`src/rtl/regfile_wb_arbiter.sv`:
```
// regfile_wb_arbiter: write-side master for the 32x32 register file.
// Merges a single-cycle ALU writeback stream with a long-latency memory/mul
// stream buffered in a small circular FIFO. It also keeps a pending-destination
// scoreboard so that issue logic can stall on RAW hazards against
// long-latency ops.
// Optional feature: define WB_BYPASS_EN to let a memory-path request skip
// the empty FIFO when the ALU does not win, giving single-cycle latency.
module regfile_wb_arbiter #(
  parameter int MEM_DEPTH = 4,
  parameter int XLEN      = 32
) (
  input  logic            clk,
  input  logic            rst_n,
  input  logic            alu_valid,
  input  logic [4:0]      alu_rd,
  input  logic [XLEN-1:0] alu_data,
  output logic            alu_ready,
  input  logic            mem_valid,
  input  logic [4:0]      mem_rd,
  input  logic [XLEN-1:0] mem_data,
  output logic            mem_ready,
  input  logic            issue_valid,
  input  logic [4:0]      issue_rd,
  output logic [31:0]     pending,
  output logic            we3,
  output logic [4:0]      wa3,
  output logic [XLEN-1:0] wd3
);

  // MEM_DEPTH is a power of two, so pointers wrap by natural overflow.
  localparam int PW = (MEM_DEPTH > 1) ? $clog2(MEM_DEPTH) : 1;
  localparam int CW = PW + 1;

  // One-hot register mask; x0 never appears in the scoreboard.
  function automatic logic [31:0] rd_mask(input logic [4:0] rd);
    logic [31:0] m;
    m = 32'd1 << rd;
    m[0] = 1'b0;
    return m;
  endfunction

  // FIFO storage and control
  logic [4:0]      fifo_rd   [MEM_DEPTH];
  logic [XLEN-1:0] fifo_data [MEM_DEPTH];
  logic [PW-1:0]   head;
  logic [PW-1:0]   tail;
  logic [CW-1:0]   count;
  logic            fifo_full;
  logic            fifo_empty;

  // Arbitration results for the current cycle
  logic            sel_valid;
  logic [4:0]      sel_rd;
  logic [XLEN-1:0] sel_data;
  logic            sel_mem;
  logic            pop;
  logic            bypass;
  logic            push;

  // Scoreboard
  logic [31:0]     pending_q;
  logic [31:0]     set_mask;
  logic [31:0]     clr_mask;

  // Registered write port
  logic            we_p1;
  logic [4:0]      wa_p1;
  logic [XLEN-1:0] wd_p1;

  assign fifo_full  = (count == CW'(MEM_DEPTH));
  assign fifo_empty = (count == '0);

  // Both producers are held off while in reset or while the FIFO is full.
  // A full FIFO never accepts a push, even in a cycle where it pops.
  assign alu_ready = rst_n && !fifo_full;
  assign mem_ready = rst_n && !fifo_full;

  // Pick the single regfile writer for this cycle.
  always_comb begin
    sel_valid = 1'b0;
    sel_rd    = '0;
    sel_data  = '0;
    sel_mem   = 1'b0;
    pop       = 1'b0;
    bypass    = 1'b0;
    if (rst_n) begin
      if (fifo_full) begin
        // A full FIFO drains ahead of the ALU so the memory path cannot starve.
        sel_valid = 1'b1;
        sel_rd    = fifo_rd[head];
        sel_data  = fifo_data[head];
        sel_mem   = 1'b1;
        pop       = 1'b1;
      end else if (alu_valid) begin
        sel_valid = 1'b1;
        sel_rd    = alu_rd;
        sel_data  = alu_data;
      end else if (!fifo_empty) begin
        sel_valid = 1'b1;
        sel_rd    = fifo_rd[head];
        sel_data  = fifo_data[head];
        sel_mem   = 1'b1;
        pop       = 1'b1;
      end
`ifdef WB_BYPASS_EN
      else if (mem_valid) begin
        // Empty FIFO and idle ALU: forward the memory request directly.
        sel_valid = 1'b1;
        sel_rd    = mem_rd;
        sel_data  = mem_data;
        sel_mem   = 1'b1;
        bypass    = 1'b1;
      end
`endif
    end
  end

  // A bypassed request is consumed directly and never enters the FIFO.
  assign push = mem_valid && mem_ready && !bypass;

  // Scoreboard masks: issue sets, a memory-path retire clears.
  always_comb begin
    set_mask = '0;
    clr_mask = '0;
    if (issue_valid) begin
      set_mask = rd_mask(issue_rd);
    end
    if (sel_valid && sel_mem) begin
      clr_mask = rd_mask(sel_rd);
    end
  end

  // FIFO pointers and occupancy; reset flushes any buffered entries.
  always_ff @(posedge clk) begin
    if (!rst_n) begin
      head  <= '0;
      tail  <= '0;
      count <= '0;
    end else begin
      if (push) begin
        tail <= tail + PW'(1);
      end
      if (pop) begin
        head <= head + PW'(1);
      end
      case ({push, pop})
        2'b10:   count <= count + CW'(1);
        2'b01:   count <= count - CW'(1);
        default: count <= count;
      endcase
    end
  end

  // FIFO payload storage; contents are meaningless until pushed.
  always_ff @(posedge clk) begin
    if (push) begin
      fifo_rd[tail]   <= mem_rd;
      fifo_data[tail] <= mem_data;
    end
  end

  // Pending scoreboard; a set in the same cycle as a clear wins.
  always_ff @(posedge clk) begin
    if (!rst_n) begin
      pending_q <= '0;
    end else begin
      pending_q <= ((pending_q & ~clr_mask) | set_mask) & ~32'd1;
    end
  end

  assign pending = pending_q;

  // ---- stage p1: registered regfile write port ----
  // Writes to x0 are consumed but suppressed; address and data hold when idle.
  always_ff @(posedge clk) begin
    if (!rst_n) begin
      we_p1 <= 1'b0;
      wa_p1 <= '0;
      wd_p1 <= '0;
    end else begin
      we_p1 <= sel_valid && (sel_rd != 5'd0);
      if (sel_valid) begin
        wa_p1 <= sel_rd;
        wd_p1 <= sel_data;
      end
    end
  end

  assign we3 = we_p1;
  assign wa3 = wa_p1;
  assign wd3 = wd_p1;

endmodule
```
`config.mk`:
```
export PLATFORM = sky130hd
export DESIGN_NAME = regfile_wb_arbiter
export DESIGN_NICKNAME = d
export VERILOG_FILES = /design/src/rtl/regfile_wb_arbiter.sv
export SDC_FILE = /design/constraint.sdc
export NUM_CORES = 1
export LEC_CHECK = 0
export ABC_CLOCK_PERIOD_IN_PS = 3100
export BUFFER_PORTS_ARGS = -buffer_cell sky130_fd_sc_hd__buf_2
export CAP_MARGIN = 5
export CORE_ASPECT_RATIO = 1.1
export CORE_MARGIN = 3
export CORE_UTILIZATION = 55
export CTS_CLUSTER_DIAMETER = 50
export DETAILED_ROUTE_END_ITERATION = 6
export PLACE_DENSITY = 0.82
export SLEW_MARGIN = 20
export SYNTH_ARGS = -nofsm -noshare
export SYNTH_HDL_FRONTEND = slang
export SYNTH_SLANG_ARGS = --single-unit
```
`constraint.sdc`:
```
create_clock -name clk -period 3.1 [get_ports clk]
set_input_delay 0.31 -clock clk [delete_from_list [all_inputs] [get_ports clk]]
set_output_delay 0.31 -clock clk [all_outputs]
set_load 0.05 [all_outputs]
```
-- Yosys cells after proc, flatten, opt, wreduce, memory -nomap -nowiden
Memories as Yosys holds them, arrays and structs flattened. A register that Yosys moved wholly into a read port is not among the register bits.
Index checks and enable logic that the tools add are counted.
- add/subtract/negate cells: 4
- reduce and logical (&&, ||, !) cells: 8
- shifts and indexed selects: 2
- divide/modulo/power cells: 0
- equal/unequal tests: 3
- muxes and demuxes: 23
- multiply operators: 0
- bitwise operators: 3
- order comparisons: 0
- operators with widths (operator ; number):
    two-way mux 32 bit ; 5
    << shifter 1 x 5 -> 32 bit, first input constant ; 2
    bitwise AND 32 bit ; 1
    inverter 32 bit ; 1
    OR 32 bit ; 1
    two-way mux 5 bit ; 4
    two-way mux 1 bit ; 9
    two-way mux 2 bit ; 4
    case mux 3 bit (2 select lines) ; 1
    nonzero test 5 bit ; 1
    adder 2 x 1 -> 2 bit, second input constant ; 2
    logical AND 1 bit ; 4
    adder 3 x 1 -> 3 bit, second input constant ; 1
    equality test 3 bit, second input constant ; 1
    zero test 3 bit ; 1
    subtractor 3 x 1 -> 3 bit, second input constant ; 1
    equality test 2 x 1 -> 1 bit, second input constant ; 1
    equality test 2 bit, second input constant ; 1
    nonzero test 2 bit ; 1
    zero test 1 bit ; 1
- logic and storage cells: 53
- register bits: 77
- RAM bits: 148
- memories: 2
- bits in read-only memories: 0
- input bits: 84
- bits in latches: 0
- output and inout port bits: 72
- memories (memory ; depth ; width ; read ports ; clocked after Yosys merged registers in ; wr ports ; line ; source):
    fifo_data ; 4 ; 32 ; 1 ; 1 ; 1 ; 44 ; logic [XLEN-1:0] fifo_data [MEM_DEPTH];
    fifo_rd ; 4 ; 5 ; 1 ; 1 ; 1 ; 43 ; logic [4:0] fifo_rd [MEM_DEPTH];

-- Longest topological paths before layout
- depth after elaboration: 10
- depth in mapped cells: 10
- depth with buffers taken out: 9

-- Worst setup path after synthesis
OpenSTA, ideal clock, no wires.
- path type: input to output
- start: input port rst_n
- end: output port mem_ready
- data required time: 2.790 ns
- stages on the path: 6
- slack: 0.705 ns
- arrival time: 2.085 ns
- cells stage by stage: clkbuf_1 -> inv_1 -> clkbuf_1 -> clkbuf_1 -> nor2_1 -> buf_4
- longest elaborated chain between the ends: 1
- ends and longest elaborated chain (item ; line ; source):
    start: declaration ; 13 ; input logic rst_n,
    logical AND 1 bit ; n/a ;
    end: declaration ; 21 ; output logic mem_ready,
Every way passes these cells.

-- Final worst setup path
- start: register count[0]
- end: register count[2]
- longest elaborated chain between the ends: 7
- ends and longest elaborated chain (item ; line ; source):
    start: declaration ; 47 ; logic [CW-1:0] count;
    start signal: assignment ; 147 ; 2'b10: count <= count + CW'(1);
    start signal: assignment ; 148 ; 2'b01: count <= count - CW'(1);
    start signal: assignment ; 149 ; default: count <= count;
    zero test 3 bit ; 71 ; assign fifo_empty = (count == '0);
    two-way mux 1 bit ; 98 ; end else if (!fifo_empty) begin
    two-way mux 1 bit ; 94 ; end else if (alu_valid) begin
    two-way mux 1 bit ; 87 ; if (fifo_full) begin
    two-way mux 1 bit ; 86 ; if (rst_n) begin
    equality test 2 x 1 -> 1 bit or equality test 2 bit (tied branches) ; 146 ; case ({push, pop})
    case mux 3 bit (2 select lines) or nonzero test 2 bit (tied branches) ; n/a ;
Parallel ways exist; a longest one is shown, timed or not.
A chain may end at the register's enable or synchronous reset.

==> qor.txt <==
Avg Inst Size Synth -> 14.83 sq um
area of the mapped netlist -> 8778 sq um
areal power density over the cells -> 670.0 nW/um^2
combinational power share -> 14.6%
synthesized flop and latch total -> 226
fraction of power spent switching nets -> 26.42%
mean number of vias per cell -> 6.107
Setup Fix Bufs, Post-CTS -> 0
leakage power of the design -> 3.762 nW
root buffer cell -> sky130_fd_sc_hd__clkbuf_16
post-cts sizing count -> 0
I/O pin total -> 156
number of enable-type register cells in the synthesized netlist -> 148
power dissipated by switching net loads -> 1.852 mW
CTS tree -> done
most common library cell in the layout ignoring fill and taps -> sky130_fd_sc_hd__buf_2
Seq/Total Area, Yosys -> 68.42%
HPWL after detailed placement -> 13.08 mm
1st-iter DRT viols -> 660
biggest area consumer among synthesized cells -> sky130_fd_sc_hd__edfxtp_1
cell row count -> 47
area delta synth->final -> 19.16%
nature of the critical path endpoint -> register
IR drop worst, VDD -> 0.0005533 V
final-layout setup total negative slack -> 0 ns
cell repeated most along the worst path -> sky130_fd_sc_hd__inv_1
Min Clock Period, post-route -> 2.582 ns
top flip-flop cell by instance count after synthesis -> sky130_fd_sc_hd__edfxtp_1
vias in the first global route -> 5953
gate family responsible for the most delay along the worst path -> simple AND/OR/NAND/NOR gates
worst rel slew slack -> 42.93%
design internal power -> 5.156 mW
max cap viols -> 0
category of the worst setup path launch point -> register
count of unresolved DRC violations after routing -> 0
fraction of layout instances using a drive strength above 1 -> 34.08%
met1 track utilization from global routing -> 28.28%
Synth cell types -> 53
async set or reset register ratio after synthesis -> 0%
Filler cells -> 1012
Final GP Congestion -> 0.8677
residual antenna-violating net count after detailed routing -> 0
Placeable Area -> 15350 sq um
M3 GR Usage -> 4.128%
maximum fanout encountered on the critical timing path -> 13
initial antenna violation count -> 2
post-synthesis net count -> 682
relative contribution of sequential cells to total power -> 49.1%
final layout net count -> 837
depth of the CTS H-tree -> 1
total wire length -> 19.82 mm
Worst Path Class, Setup -> register to register
highest cell delay on the worst timing path -> 0.51 ns
Worst Path Arrival -> 3.00 ns
count of warnings emitted by yosys -> 0
# hold bufs at CTS -> 0
pin count of the biggest net entering global routing -> 66
met2 routing resource usage after global routing -> 37.46%
insertion delay to the later sink of the worst-skew pair -> 0.49 ns
Final Skew -> 0.01160 ns
post-synth top area share -> 50.63%
TritonCTS buffer count -> 23
DIE WIDTH -> 126.5 um
required time of the critical path -> 3.51 ns
Max Freq -> 387.3 MHz
Final Max Slew Viols -> 0
highest-count cells in the layout ignoring fill and taps -> 154 x sky130_fd_sc_hd__buf_2, 148 x sky130_fd_sc_hd__edfxtp_1, 76 x sky130_fd_sc_hd__dfxtp_1, 56 x sky130_fd_sc_hd__nand2_1, 54 x sky130_fd_sc_hd__o21ai_0
final hold viol count -> 0
power share of the clock group -> 36.3%
area of the die -> 17510 sq um
total routing resource utilization after global routing -> 21.98%
first-pass GRT wire length -> 30.99 mm
cell types with the largest area share after synthesis -> sky130_fd_sc_hd__edfxtp_1 51%, sky130_fd_sc_hd__dfxtp_1 18%, sky130_fd_sc_hd__mux4_2 9.5%
clock net sink count -> 226
crit path buf inv count -> 2
status -> finished clean
busiest metal layer after global routing -> met2
standard cell with the maximum stage delay on the critical path -> sky130_fd_sc_hd__or3b_4
Final setup viols -> 0
final cell utilization of the core -> 68.15%
initial standard-cell utilization of the core -> 57.19%
Die H -> 138.5 um
aggregate global routing overflow -> 0
RSZ-0062 raised after global routing -> false
fraction of the cycle the final worst path needs -> 83.28%
cells along the critical path -> or3b_4 > and3_1 > inv_1 > ha_1 > inv_1 > fa_1 > xor2_1 > or3_1 > a21oi_1
clock-pin slew on the worst setup and hold paths -> 0.06 ns
HP Class -> input pin to register
Post-Synthesis Cells -> 592
number of vias in the routed layout -> 5869
actual transition at the worst max-transition pin -> 0.8560 ns
detailed-route wire length per cell -> 20.63 um
number of buffers on the longest clock path -> 3
total power after layout -> 7.008 mW
total of buffers placed on input and output ports -> 154
Pre-antenna DRT Iters -> 6
## logic make-up (layout without fill, tap and decap cells)
logic type,Yosys count,after routing,share of synthesized area (%)
fa+ha+maj,6,6,0.9407
other cells,1,3,0.04272
mux,37,37,9.493
flops,226,226,68.42
simple gates,115,115,6.229
buf+inv,43,214,2.152
xor+xnor,5,5,0.4990
compound gates,159,159,12.23
## path summary, 6_finish.rpt
kind / from / to / slack (ns) / cells after the start
worst min-delay path: mem_data[4] / fifo_data[1][4]$_DFFE_PP_ / 0.03 / 1
worst max register to register: count[0]$_SDFFE_PN0P_ / count[2]$_SDFFE_PN0P_ / 0.52 / 9
worst max-delay path: count[0]$_SDFFE_PN0P_ / count[2]$_SDFFE_PN0P_ / 0.52 / 9
worst min register to register: wd3[18]$_SDFFE_PN0N_ / wd3[18]$_SDFFE_PN0N_ / 0.45 / 2
## state kept, by name (all words and copies together) (netlist names), named ones only
register,cells
wa3,5
pending,31
we3,1
head,2
wd3,32
fifo_rd,20
fifo_data,128
count,3
tail,2
## worst reg2reg max path, stage by stage (launching register included)
cell and delay [ns]:
sky130_fd_sc_hd__dfxtp_1 0.36, sky130_fd_sc_hd__or3b_4 0.51, sky130_fd_sc_hd__and3_1 0.31, sky130_fd_sc_hd__inv_1 0.08
sky130_fd_sc_hd__ha_1 0.17, sky130_fd_sc_hd__inv_1 0.06, sky130_fd_sc_hd__fa_1 0.37, sky130_fd_sc_hd__xor2_1 0.16
sky130_fd_sc_hd__or3_1 0.31, sky130_fd_sc_hd__a21oi_1 0.16
## final cells by class
class	count	area (sq um)	share of cell area (%)
Antenna cell	2	5.005	0.04785
Timing Repair Buffer	166	873.3	8.349
Clock buffer	31	638.1	6.100
Multi-Input combinational cell	323	2600	24.86
Inverter	7	26.28	0.2512
Clock inverter	10	63.81	0.6100
Sequential cell	226	6008	57.44
Tap cell	196	245.2	2.345
## layer usage
layer | wire length (um) | part of all wire (%) | up-vias
li1 | - | - | 2622
met1 | 7408 | 37 | 2857
met2 | 10120 | 51 | 341
met3 | 1798 | 9.1 | 49
met4 | 501 | 2.5 | 0
met5 | 0 | 0 | -
## power groups by stage
stage	combinational [mW]	sequential, mW	clock (mW)
after floorplan	0.517	3.71	0
after global placement	0.991	3.49	0
after detailed placement	1.02	3.50	0
after CTS	1.03	3.44	2.59
after global routing	1.09	3.45	2.72
final	1.02	3.44	2.55
## stage by stage
stage          hold WS, ns  instances  setup slack [ns]  cell area [sq um]
2_1_floorplan       0.4089        592            0.7050               8778
3_5_place_dp        0.4380        918            0.5370               9753
5_1_grt            0.01526        961            0.4032              10460
6_report           0.02963        961            0.5182              10460
4_1_cts            0.01407        959            0.5414              10460
3_3_place_gp        0.4311        918            0.6691               9753
## cells in the mapped netlist, drive strengths merged, types with 3 or more instances
library cell  instances
edfxtp              148
dfxtp                78
nand2                58
o21ai                56
mux4                 37
a22oi                33
clkbuf               24
a21oi                22
nor2                 13
buf                  12
nand3                12
o31ai                12
and2                 10
o211ai               10
o311ai                8
inv                   7
ha                    5
nor2b                 4
a22o                  3
and3                  3
nand3b                3
or3                   3
xor2                  3
Power figures use the tool's default switching activity.
